<file path="config.mk">
export PLATFORM = sky130hd
export DESIGN_NAME = approx_mult_bist
export DESIGN_NICKNAME = d
export VERILOG_FILES = /design/src/rtl/approx_mult_bist.sv
export SDC_FILE = /design/constraint.sdc
export NUM_CORES = 1
export LEC_CHECK = 0
export BUFFER_PORTS_ARGS = -buffer_cell sky130_fd_sc_hd__buf_4
export CAP_MARGIN = 10
export CELL_PAD_IN_SITES_DETAIL_PLACEMENT = 1
export CELL_PAD_IN_SITES_GLOBAL_PLACEMENT = 1
export CORE_ASPECT_RATIO = 0.7
export CORE_MARGIN = 8
export CORE_UTILIZATION = 45
export DETAILED_ROUTE_END_ITERATION = 12
export GPL_TIMING_DRIVEN = 0
export HOLD_SLACK_MARGIN = 0.08
export MAX_ROUTING_LAYER = met4
export PLACE_DENSITY_LB_ADDON = 0.1
export SYNTH_ARGS = -nofsm -noshare
export SYNTH_HDL_FRONTEND = slang
export SYNTH_SLANG_ARGS = --single-unit
</file>
<file path="constraint.sdc">
create_clock -name clk -period 15.4 [get_ports clk]
set_input_delay 1.54 -clock clk [delete_from_list [all_inputs] [get_ports clk]]
set_output_delay 1.54 -clock clk [all_outputs]
set_load 0.005 [all_outputs]
</file>
<file path="src/rtl/approx_mult_bist.sv">
// approx_mult_bist: exhaustive-sweep BIST engine that scores an 8x8 approximate multiplier against exact a*b.
// Optional error-distance statistics (err_sum, max_ed) are built only when BIST_ED_STATS_EN is defined.
module approx_mult_bist #(
  parameter int W = 8,
  parameter int LAT = 0
) (
  input  logic           clk,
  input  logic           rst,
  input  logic           start,
  output logic [W-1:0]   mul_a,
  output logic [W-1:0]   mul_b,
  input  logic [2*W-1:0] mul_y,
  output logic           busy,
  output logic           done,
  output logic [2*W:0]   correct_cnt,
  output logic [31:0]    err_sum,
  output logic [2*W-1:0] max_ed
);
  typedef enum logic [1:0] {IDLE, SWEEP, DRAIN, DONE} state_t;
  state_t state, state_nxt;
  logic [2*W-1:0] exp_q [LAT+1];
  logic [LAT:0] vld;
  logic [2*W-1:0] k_nxt, exp_nxt;
  logic go, issue, cmp, hit;
  assign go = start && (state == IDLE || state == DONE);
  assign issue = go || state == SWEEP;
  assign k_nxt = go ? '0 : {mul_a, mul_b} + (2*W)'(1);
  assign exp_nxt = (2*W)'(k_nxt[2*W-1:W]) * (2*W)'(k_nxt[W-1:0]);
  assign cmp = vld[LAT];
  assign hit = mul_y == exp_q[LAT];
  // DRAIN ends one edge after the final compare has shifted out of the valid pipe
  always_comb
    state_nxt = go ? SWEEP :
                (state == SWEEP && &k_nxt) ? DRAIN :
                (state == DRAIN && vld == '0) ? DONE : state;
  always_ff @(posedge clk) begin
    if (rst) begin
      state <= IDLE;
      mul_a <= '0;
      mul_b <= '0;
      busy <= 1'b0;
      done <= 1'b0;
      correct_cnt <= '0;
      vld <= '0;
    end else begin
      state <= state_nxt;
      busy <= state_nxt == SWEEP || state_nxt == DRAIN;
      done <= state_nxt == DONE;
      if (issue) {mul_a, mul_b} <= k_nxt;
      vld[0] <= issue;
      for (int i = 1; i <= LAT; i++) vld[i] <= vld[i-1];
      correct_cnt <= go ? '0 : (cmp && hit) ? correct_cnt + (2*W+1)'(1) : correct_cnt;
    end
  end
  always_ff @(posedge clk) begin
    exp_q[0] <= exp_nxt;
    for (int i = 1; i <= LAT; i++) exp_q[i] <= exp_q[i-1];
  end
`ifdef BIST_ED_STATS_EN
  logic [2*W:0] diff, ed;
  logic [32:0] acc;
  assign diff = {1'b0, mul_y} - {1'b0, exp_q[LAT]};
  assign ed = diff[2*W] ? -diff : diff;
  assign acc = {1'b0, err_sum} + 33'(ed[2*W-1:0]);
  always_ff @(posedge clk) begin
    if (rst || go) begin
      err_sum <= '0;
      max_ed <= '0;
    end else if (cmp) begin
      err_sum <= acc[32] ? '1 : acc[31:0];
      max_ed <= (ed[2*W-1:0] > max_ed) ? ed[2*W-1:0] : max_ed;
    end
  end
`else
  assign err_sum = '0;
  assign max_ed = '0;
`endif
endmodule

</file>
==> results.txt <==
- The worst pin sits at a relative slew slack of 24.1%.
- Startpoint class of the critical path: input port
- Leaving out fill and tap cells, the most frequent cell in the layout is buf_4.
- The first detailed-routing pass ran for 4 iterations.
* Inserted Clock Buffers: 5
- Reg clk slew, reported paths: 0.07 ns
- Data arrival time at the worst-slack endpoint: a little over 7 ns
- Global routing used approximately a fifth of the available tracks.
- Critical-path maximum fanout: 10
* Worst-path cell chain: buf_4 > nand2_1 > nand2_1 > a31oi_1 > a41oi_1 > nor2_1 > fa_1 > fa_1 > fa_1 > inv_1 > fa_1 > inv_1 > ha_1 > or2_2 > a21oi_1 > a31oi_1 > mux2i_1 > a2111oi_0
- Total Power: between 200 and 300 uW
* Ratio of routed vias to standard cells: around 5.1
- The first global-routing pass estimated 23300 um of wire.
* Number of buffer cells added on primary ports: 53
- Antenna diodes: 0
- The later pin in the worst-skew pair is clocked with a latency of 0.30 ns.
- After layout, the minimum clock period comes to 7.07 ns.
* Worst vdd rail ir drop: around 0.000037 V
* Stage delay of the slowest cell on the critical path: roughly 0.86 ns
- For this block, the routed nets add up to around 14000 um of wire.
* Post-DP HPWL: 11800 um
* Dpl cell area: around 5900 um^2
- Leading cell types in the layout, fill and taps excluded: buf_4 (105), nor2_1 (91), dfxtp_1 (54)
- For this run, the number of Yosys warnings is 0.
* Number of enable flip-flop cells after synthesis: 0
- OpenSTA, run right after detailed placement, puts the worst setup slack at 7.95 ns.
- Setup Fix Bufs, Post-CTS: 0
* Final design area excluding fillers: 6030 um^2
- CTS Buffer Depth: 2
- Number of global-route vias before repair: 4644
* Most frequent cell on the critical path: fa_1
* Number of cells in the finished layout apart from fillers: 870
- After the first detailed-routing iteration, the DRC count stood at 164.
* Data required time of the worst path: 15.51 ns
- The area growth from synthesis to layout is 17.7%.
- Counting every instance in the synthesized netlist gives 610.
- Dividing the detail-routed wire length by the instance count gives 16.5 um.
* Placed Instances: 863
* Width of the chip: between 100 and 150 um
* Number of pins exceeding their max-slew limit in the final report: 0
* Main area contributors after synthesis: dfxtp_1 (21%), fa_1 (14%), ha_1 (10%)
- In this run the number of cells on the critical path is 18.
- Std-Cell Rows: 32
- Final number of setup-violating endpoints: 0
- Share of layout cells above drive strength 1: between 10% and 20%
- In this run the power density over the cells is 48.2 nW/um^2.
- Via total after detailed routing: 4438
* Count of cell types in the netlist: 54
* Number of filler cells placed in the layout: 1403
- In this run the remaining antenna-violating nets after routing total 0.
* Starting density of the core: a little under half
- Grt total ovfl: 0
- From bottom edge to top edge, the die measures 105 um.
* Fraction of the cycle the final worst path needs: 45.9%
* Sinks on Clock Net: 54
- Share of the synthesized area in the top cell type: a little over a fifth
- Buf+Inv Stages, Crit Path: 3
* Post-CTS resize count: 0
- Cell taking the most area after synthesis: dfxtp_1
- Area of the core: ~11000 um^2
- Synthesis inferred 54 register bits.
* Largest net degree at the start of global routing: 17
- STA classifies the critical path endpoint as a flop.
* Unrepaired setup endpoints after global routing: no
- Sequential elements use 21.1% of the synthesized area.
- Among cell families on the critical path, the largest total delay comes from adder cells.
- Leak: 2.81 nW
- At the end of routability-driven placement, the weighted congestion stood at 0.885.
* Post-cts hold buffer count: 0
* Cells on worst reg2reg path: 20
- H-Tree Level Count: 2
- In this run the cell area of the synthesized design comes to slightly above 5000 um^2.
- Run status: finished, final reports clean
- Share of async-settable or async-resettable flops after synthesis: 0%
- Final WS setup: 8.33 ns
- At the pin with the least slew margin, the transition time is 1.12 ns.
* Total I/O pin count: 102
- The tool flagged a number of max-cap violations equal to 0.
* DRC: 0
* TritonCTS clock tree: yes
* Classification of the worst-slack hold path: reg2reg
- The tree is rooted in a clkbuf_16.
- Among all flip-flop cells after synthesis, the most frequent one is dfxtp_1.
- Final-report hold violation count: 0
* Peak Freq: 141 MHz
- Crit Path Category: in2reg
- The die covers 15100 um^2.
- The worst hold path passes through 2 cells.
- After synthesis, the mean cell area works out to 8.40 um^2.
- The net count of the finished layout is between 800 and 900.
* Antenna violations before repair: 0
- Post-route clock skew: 0.00722 ns
- The slowest stage of the critical path belongs to the cell a41oi_1.
* Post-route setup TNS: 0 ns
## cells by family after synthesis
family,count (synthesis),synth area share (%)
other,1,0.0732
AND/OR/NAND/NOR,241,24.0
buffers and inverters,119,13.2
flip-flops,54,21.1
adder cells (fa/ha/maj),77,24.1
AO/OA/AOI/OAI,60,7.57
XOR/XNOR,54,9.23
multiplexers,4,0.781
## where the power goes
part / internal [mW] / switching [mW] / total, mW
clock: 0.0595 / 0.0526 / 0.112
sequential: 0.141 / 0.00155 / 0.142
combinational: 0.0176 / 0.0187 / 0.0363
## cells in the mapped netlist (2+ instances only)
| library cell | number |
|---|---|
| nor2_1 | 91 |
| dfxtp_1 | 54 |
| inv_1 | 53 |
| buf_4 | 52 |
| ha_1 | 41 |
| nand2_1 | 37 |
| fa_1 | 36 |
| xnor2_1 | 32 |
| xor2_1 | 22 |
| a21oi_1 | 20 |
| nand3_1 | 17 |
| o21ai_0 | 16 |
| or3_1 | 15 |
| nand4_1 | 13 |
| or2_2 | 12 |
| clkbuf_1 | 10 |
| nor3_1 | 10 |
| nor4_1 | 7 |
| and3_1 | 6 |
| and2_1 | 5 |
| nor2b_1 | 5 |
| a31oi_1 | 4 |
| mux2i_1 | 4 |
| or4_1 | 4 |
| clkbuf_8 | 3 |
| o211a_1 | 3 |
| o211ai_1 | 3 |
| o31ai_1 | 3 |
| a211oi_1 | 2 |
| a21o_1 | 2 |
| and4_1 | 2 |
| nand2b_1 | 2 |
| nand3_4 | 2 |
| nand3b_1 | 2 |
## state kept, by name (all words and copies together), names as in the netlist
register	flops
correct_cnt	17
exp_q	16
mul_a	8
mul_b	8
state	2
busy	1
cmp	1
done	1
## worst min-delay path: stages (launching register included)
cell and delay [ns]:
dfxtp_1 0.34, o31ai_1 0.08, a21oi_1 0.06
## per-stage QoR
step	util, %	hold slack [ns]
finish	54.6	0.527
detailed placement	53.3	0.515
floorplan	-	0.474
global placement	53.3	0.472
CTS	54.6	0.527
global route	54.6	0.544
## routing by layer
metal  up-vias  track usage, %  wire length (um)
met5         -               -                 0
met2       107            32.4              6900
met3         6            3.47               772
met1      2186            24.6              6570
li1       2139               -                 -
met4         0            2.77                73
## layout make-up
class | count | area, um^2 | share of cell area, %
multi-input cells | 484 | 3540 | 58.8
flip-flops and latches | 54 | 1080 | 17.9
plain buffers | 66 | 478 | 7.93
repair buffers | 53 | 398 | 6.60
inverters | 53 | 199 | 3.30
well taps | 153 | 191 | 3.17
clock buffers | 5 | 125 | 2.07
clock inverters | 2 | 15.0 | 0.249
## path summary, 6_finish.rpt
| check | startpoint | slack, ns | end |
|---|---|---|---|
| setup / recovery | start | 8.33 | exp_q[0][15]$_DFF_P_ |
| hold reg to reg | correct_cnt[12]$_SDFFE_PP0P_ | 0.53 | correct_cnt[12]$_SDFFE_PP0P_ |
| hold / removal | correct_cnt[12]$_SDFFE_PP0P_ | 0.53 | correct_cnt[12]$_SDFFE_PP0P_ |
| setup reg to reg | mul_b[1]$_SDFFE_PP0P_ | 8.63 | exp_q[0][15]$_DFF_P_ |
Power figures use the tool's default switching activity.
